===== src/rtl/y86_pkg.sv =====
// Shared Y86-64 definitions: instruction codes, register specifiers, word type.
// Latency: n/a (constants and types only).
// Backpressure: n/a.
package y86_pkg;

  typedef logic [63:0] word_t;

  localparam logic [3:0] I_HALT   = 4'h0;
  localparam logic [3:0] I_NOP    = 4'h1;
  localparam logic [3:0] I_RRMOVQ = 4'h2;
  localparam logic [3:0] I_IRMOVQ = 4'h3;
  localparam logic [3:0] I_RMMOVQ = 4'h4;
  localparam logic [3:0] I_MRMOVQ = 4'h5;
  localparam logic [3:0] I_OPQ    = 4'h6;
  localparam logic [3:0] I_JXX    = 4'h7;
  localparam logic [3:0] I_CALL   = 4'h8;
  localparam logic [3:0] I_RET    = 4'h9;
  localparam logic [3:0] I_PUSHQ  = 4'hA;
  localparam logic [3:0] I_POPQ   = 4'hB;

  localparam logic [3:0] RNONE = 4'hF;
  localparam logic [3:0] RRSP  = 4'h4;

  localparam int NUM_REGS = 15;

endpackage


===== src/rtl/regfile.sv =====
// Y86-64 architectural register file: 15x64 storage, two read ports, two write ports.
// Latency: reads combinational (old value during a write); writes visible after the edge.
// Backpressure: none; one write pair accepted every cycle.
// Ports: clk/reset (sync, active-high); src_a/src_b -> val_a/val_b read ports;
//        we gates both write ports; dst_e/val_e and dst_m/val_m write ports (M wins on clash).
module regfile
  import y86_pkg::*;
#(
  parameter word_t RSP_INIT = 64'd0
) (
  input  logic       clk,
  input  logic       reset,
  input  logic [3:0] src_a,
  input  logic [3:0] src_b,
  output word_t      val_a,
  output word_t      val_b,
  input  logic       we,
  input  logic [3:0] dst_e,
  input  word_t      val_e,
  input  logic [3:0] dst_m,
  input  word_t      val_m
);

  word_t regs [NUM_REGS];

  // RNONE has no storage behind it and always reads as zero.
  assign val_a = (src_a == RNONE) ? 64'd0 : regs[src_a];
  assign val_b = (src_b == RNONE) ? 64'd0 : regs[src_b];

  always_ff @(posedge clk) begin
    if (reset) begin
      for (int i = 0; i < NUM_REGS; i++) begin
        regs[i] <= (i == int'(RRSP)) ? RSP_INIT : 64'd0;
      end
    end else if (we) begin
      if (dst_e != RNONE) regs[dst_e] <= val_e;
      // Issued after port E so the later non-blocking assignment wins when
      // both ports target the same register (popq %rsp).
      if (dst_m != RNONE) regs[dst_m] <= val_m;
    end
  end

endmodule


===== src/rtl/writeback_regfile.sv =====
// SEQ Y86-64 write-back: destination decode, register commit, halt flag, write counter.
// Latency: dstE/dstM/valA/valB combinational; commits land on the next rising edge.
// Backpressure: none; one instruction retires per cycle while valid is high.
// Ports: valid/icode/rA/rB/cnd/valE/valM from the retiring instruction; srcA/srcB -> valA/valB
//        for decode; dstE/dstM computed destinations; halted sticky flag; wr_count write tally.
module writeback_regfile
  import y86_pkg::*;
#(
  parameter word_t RSP_INIT = 64'd0
) (
  input  logic        clk,
  input  logic        reset,
  input  logic        valid,
  input  logic [3:0]  icode,
  input  logic [3:0]  rA,
  input  logic [3:0]  rB,
  input  logic        cnd,
  input  word_t       valE,
  input  word_t       valM,
  input  logic [3:0]  srcA,
  input  logic [3:0]  srcB,
  output word_t       valA,
  output word_t       valB,
  output logic [3:0]  dstE,
  output logic [3:0]  dstM,
  output logic        halted,
  output logic [31:0] wr_count
);

  logic       we;
  logic [1:0] wr_inc;

  always_comb begin
    dstE = RNONE;
    unique case (icode)
      I_RRMOVQ:                          dstE = cnd ? rB : RNONE;
      I_IRMOVQ, I_OPQ:                   dstE = rB;
      I_CALL, I_RET, I_PUSHQ, I_POPQ:    dstE = RRSP;
      default:                           dstE = RNONE;
    endcase
  end

  always_comb begin
    dstM = RNONE;
    if (icode == I_MRMOVQ || icode == I_POPQ) dstM = rA;
  end

  // Invalid icodes and halt decode to RNONE on both ports, so they commit nothing.
  assign we = valid & ~halted;

  // Two distinct live destinations count twice; a shared one counts once.
  always_comb begin
    wr_inc = 2'd0;
    if (dstE != RNONE && dstM != RNONE && dstE != dstM) wr_inc = 2'd2;
    else if (dstE != RNONE || dstM != RNONE)            wr_inc = 2'd1;
  end

  always_ff @(posedge clk) begin
    if (reset) begin
      halted   <= 1'b0;
      wr_count <= 32'd0;
    end else if (we) begin
      if (icode == I_HALT) halted <= 1'b1;
      wr_count <= wr_count + 32'(wr_inc);
    end
  end

  regfile #(
    .RSP_INIT (RSP_INIT)
  ) u_regfile (
    .clk   (clk),
    .reset (reset),
    .src_a (srcA),
    .src_b (srcB),
    .val_a (valA),
    .val_b (valB),
    .we    (we),
    .dst_e (dstE),
    .val_e (valE),
    .dst_m (dstM),
    .val_m (valM)
  );

endmodule


===== config.mk =====
export PLATFORM = sky130hd
export DESIGN_NAME = writeback_regfile
export DESIGN_NICKNAME = d
export VERILOG_FILES = /design/src/rtl/y86_pkg.sv /design/src/rtl/regfile.sv /design/src/rtl/writeback_regfile.sv
export SDC_FILE = /design/constraint.sdc
export NUM_CORES = 2
export LEC_CHECK = 0
export CAP_MARGIN = 30
export CORE_MARGIN = 8
export CORE_UTILIZATION = 25
export DETAILED_ROUTE_END_ITERATION = 12
export PLACE_DENSITY = 0.44
export SYNTH_ARGS = -nofsm -noshare
export SYNTH_HDL_FRONTEND = slang
export SYNTH_SLANG_ARGS = --single-unit

===== constraint.sdc =====
create_clock -name clk -period 8.05 [get_ports clk]
set_clock_uncertainty 0.1 [all_clocks]
set_input_delay 2.0125 -clock clk [delete_from_list [all_inputs] [get_ports clk]]
set_output_delay 2.0125 -clock clk [all_outputs]
set_load 0.02 [all_outputs]

Word-level counts from Yosys, hierarchy flattened
Memories as Yosys holds them, arrays and structs flattened.
Cells that the tools add are included.
{"block": "word_totals", "reg_bits": 33, "mem_bits_rw": 960, "input_bits": 152, "out_inout_bits": 169, "word_cells": 52, "mem_count": 1}
{"block": "classes", "addsub": 1, "eq_ne": 13, "muxes": 23, "n_bitwise": 2, "n_reduce_logical": 10}
{"memory": "u_regfile.regs", "words": 15, "width": 64, "read_ports": 2, "rd_ports_with_merged_regs": 0, "wr": 15, "line": "regfile.sv:24", "rtl": "word_t regs [NUM_REGS];"}
{"op": "64-bit 2-to-1 mux", "n": 4}
{"op": "64-bit OR reduction", "n": 2}
{"op": "32-bit by 2-bit adder with 32-bit output", "n": 1}
{"op": "4-bit equality test, second input constant", "n": 6}
{"op": "4-bit 2-to-1 mux", "n": 4}
{"op": "1-bit 2-to-1 mux", "n": 13}
{"op": "4-bit case mux with 3 select lines", "n": 1}
{"op": "4-bit by 2-bit equality test with 1-bit output, second input constant", "n": 2}
{"op": "4-bit by 3-bit equality test with 1-bit output, second input constant", "n": 2}
{"op": "4-bit inequality test, second input constant", "n": 2}
{"op": "4-bit zero test", "n": 1}
{"op": "4-bit inequality test", "n": 1}
{"op": "4-bit OR reduction", "n": 1}
{"op": "1-bit logical AND", "n": 2}
{"op": "1-bit logical OR", "n": 2}
{"op": "2-bit 2-to-1 mux", "n": 1}
{"op": "2-bit AND reduction", "n": 1}
{"op": "2-bit OR reduction", "n": 1}
{"op": "1-bit AND", "n": 1}
{"op": "1-bit NOT", "n": 1}

Logic depth before layout (Yosys ltp)
{"block": "depth", "depth_word": 10, "mapped_depth": 17, "ltp_nobuf": 14}

By module
Synthesis repeated with hierarchy kept, for this count alone.
{"block": "unflattened", "cells_unflattened": 4069, "area_unflattened_um2": 55842.3}
{"mod": "regfile", "instances": 1, "cells_per_inst": 3837, "area_each_um2": 53930.5, "seq_area_each_um2": 28827.6}
{"mod": "writeback_regfile", "instances": 1, "cells_per_inst": 232, "area_each_um2": 1911.8, "seq_area_each_um2": 660.6}

Least setup slack after synthesis
Ideal clock, no wire load.
{"block": "synth_timing", "path_type": "input -> output", "from": "input srcA[0]", "to": "output valA[10]", "arrival_time_ps": 3772, "t_required_ps": 5938, "path_slack_ps": 2165, "cell_stages": 7, "path_buffers": 4, "path_cell_list": "clkbuf_1 > buf_2 > buf_2 > buf_2 > mux4_2 > mux2i_1 > a211oi_1"}
{"block": "synth_between", "elab_chain_cells": 2, "elab_cells_between_ends": 3, "classes_between": "eq/ne (1); mux (1); memory (1)"}
{"item": "start: declaration", "line": "writeback_regfile.sv:20", "rtl": "input logic [3:0] srcA,"}
{"item": "memory read 15 x 64 bit or 4-bit equality test (tied branches)"}
{"item": "64-bit 2-to-1 mux *", "line": "regfile.sv:27", "rtl": "assign val_a = (src_a == RNONE) ? 64'd0 : regs[src_a];"}
{"item": "end: declaration", "line": "writeback_regfile.sv:22", "rtl": "output word_t valA,"}
Every way passes the cells marked *; elsewhere a longest branch is shown, timed or not.

Final worst setup path
{"block": "layout_timing", "from": "input srcA[1]", "to": "output valA[32]"}
The elaborated chain is that of the path after synthesis.

==> key figures <==
Global routing
  • Vias in the first global route: 43,670
  • Grt ovf: 0
  • First-pass GRT wire length: 366,300 µm
  • Gr usage total: 0.1998
  • Antenna violations before repair: 42
  • Largest net degree at the start of global routing: 66

Placement
  • Final HPWL DP: 153,900 µm
  • Port bufs: 320
  • Gp weighted congestion: 0.7655
  • Dpl cells: 7,185

Routing
  • Post-route ant nets: 0
  • Drt total wl: 266,700 µm
  • Detailed-route wire length per cell: 35.85 µm
  • DR vias/cell: 5.796
  • DRC: 0
  • Detailed Route Iter0 Violations: 4,813
  • DRT Pass-1 Iters: 5
  • Via count: 43,110

Clocking
  • CTS H-tree depth: 4
  • Num CTS Buffers: 131
  • CTS tree: done
  • Hold Buf Count CTS: 0
  • Max clock buf depth: 3
  • Post-cts gate resize count: 0
  • Worst-Skew Late Latency: 780 ps
  • Clock sink count: 1,057
  • Post-CTS repair timing setup buffer count: 0
  • Root buffer cell: clkbuf_16
  • Worst-path clk slew: 60 ps

Status
  • Run status: completed

Timing
  • Achievable Freq: 0.1385 GHz
  • Slew at the pin with the worst max-slew slack: 1117 ps
  • Sum Neg Setup Slack: 0 ps
  • Max Transition Viols Final: 0
  • Final period utilization: 0.8972
  • RSZ-0062 raised after global routing: no
  • Worst slew margin: 0.2550
  • Period minus WS final: 7222 ps
  • Final Hold Viols: 0
  • Hold WS: 429.4 ps
  • Final setup vio count: 0

Critical path
  • CP endpoint kind: output port
  • Crit-path max cell delay: 920 ps
  • Crit Path Category: in2out
  • Worst reg-to-reg path cell count: 7
  • CP max-delay cell: a211oi_1
  • CP startpoint kind: input pin
  • Crit-path cells: buf_8 > buf_4 > buf_4 > a211oi_1 > a211oi_1 > clkdlybuf4s50_1
  • CP Max Fanout: 62
  • Worst endpoint data arrival time: 5110 ps
  • RR Endpoint: u_regfile.regs[1][29]
  • R2R setup slack: 3990 ps
  • CP required: 5940 ps
  • Crit Reg-Reg Startpoint: halted

Power
  • Power Density: 203.1 nW/µm²
  • Peak VDD IR: 0.1894 mV
  • Pleak: 23.36 nW

Floorplan
  • DIE AREA: 255,700 µm²
  • Placement Rows: 179
  • Die H: 505.7 µm
  • Die width: 505.7 µm
  • Starting Density: 0.2518
  • I/O pins: 321
  • Core ar.: 238,100 µm²

Cells and area
  • Post-route insts no fill: 7,438
  • Layout net count: 4,307
  • Util after Layout: 0.2988
  • Syn-to-layout area delta: 18.65%
  • Share of cells above drive strength 1: 0.2269

Synthesis
  • Synth unique cells: 57
  • Most frequent cells after synthesis: edfxtp_1 (1,024), a22o_1 (896), mux4_2 (512), clkbuf_1 (382), a211oi_1 (257)
  • Sequential share of the synthesized area: 0.5239
  • Post-Syn Area per Cell: 14.77 µm²
  • Most frequently used flop master after synthesis: edfxtp_1
  • FFs w/ async S/R, synth: 0
  • Cells after synthesis: 4,059
  • Synth area leader: edfxtp_1
  • Synthesis-stage register bit count: 1,057
  • Most frequent cell after synthesis: edfxtp_1
  • Synth top area share: 0.5129
  • Synthesized area: 59,950 µm²
  • Yosys Warn Count: 0
  • Synth area leaders: edfxtp_1 (51%), mux4_2 (19%), a22o_1 (13%)
  • Post-synth EDFFs: 1,024

Worst hold path
  • Hold Crit Start: wr_count[31]
  • Hold endpoint: wr_count[31]
  • HP Class: reg2reg
  • Hold Path Stages: 2

Run
  • Max cap viols: 0
kinds of logic after synthesis:
logic type	count (synthesis)	share of synthesized area
XOR/XNOR	27	0.003944
buffers and inverters	639	0.04677
AO/OA/AOI/OAI	1254	0.1729
AND/OR/NAND/NOR	436	0.03765
adder cells (fa/ha/maj)	3	0.0007513
other	1	0.00006255
flip-flops	1057	0.5239
multiplexers	642	0.2140
cells in the final DEF, fill, tap and decap left out, types with 7 or more instances in the layout:
cell type        synthesis  routed
nor2_1                  64      41
nor3_1                  20      17
nor2_4                   0      23
nand3_1                  9       9
mux4_2                 512     512
clkbuf_16                0     136
edfxtp_1              1024    1024
xnor2_1                 24      24
mux2i_1                130     130
buf_12                   0      42
o21ai_1                 49      49
o21ai_0                 22      22
a211oi_1               257     257
a21oi_1                  9       9
conb_1                   1      64
clkinv_1                 0      33
inv_1                   14      14
nand2_1                143     142
nor2b_1                130     130
buf_4                   32     157
or2_2                    8       7
diode_2                  0      14
a22o_1                 896     896
or3_4                    0      14
clkdlybuf4s50_1          0     311
clkinv_2                 0      22
clkbuf_1               382      24
dfxtp_1                 33      33
metrics by stage:
step	worst slack, ps	area, µm²	total power [mW]
6_report	827.8	71130	14.45
3_5_place_dp	978.1	66960	8.695
4_1_cts	971.3	71080	14.55
3_3_place_gp	859.3	66890	8.677
5_1_grt	852.5	71110	14.85
2_1_floorplan	2165	60190	7.705
report_power, final:
group | internal, mW | total, mW | switching, mW
registers | 6.33 | 6.47 | 0.142
logic | 0.876 | 2.11 | 1.24
clock network | 3.32 | 5.86 | 2.54
worst max-delay path: cells and delay by family:
| kind | cells | cell delay (ps) |
|---|---|---|
| AOI/OAI and AO/OA | 2 | 1030 |
| buffers and inverters | 4 | 1880 |
routing by layer:
metal,wire (µm),up-vias,track usage
met1,114100,23260,0.2753
met5,174,-,0
met4,7552,28,0.05631
li1,-,17150,-
met2,119900,2232,0.3099
met3,24960,443,0.05373
cell type report:
cell class | count | area (µm²)
diodes | 14 | 35.03
multi-input cells | 2426 | 26270
repair buffers | 521 | 5283
fillers | 23590 | 166900
flip-flops and latches | 1057 | 31410
well taps | 3167 | 3963
clock buffers | 164 | 3548
inverters | 15 | 56.30
clock inverters | 74 | 570.5
registers in the layout (all words and copies together), names as in the netlist:
register	count
halted	1
wr_count	32
u_regfile.regs	1024
worst max-delay path by stage:
| stage | startpoint | to | slack [ps] | depth (start not counted) |
|---|---|---|---|---|
| detailed placement | srcA[0] | valA[32] | 980 | 7 |
| CTS | srcB[0] | valB[5] | 970 | 7 |
| global placement | srcA[0] | valA[29] | 860 | 7 |
| global route | srcA[0] | valA[32] | 850 | 7 |
| floorplan | srcA[0] | valA[10] | 2170 | 7 |
| finish | srcA[1] | valA[32] | 830 | 6 |
No activity file was read; power rests on OpenSTA's default activity.
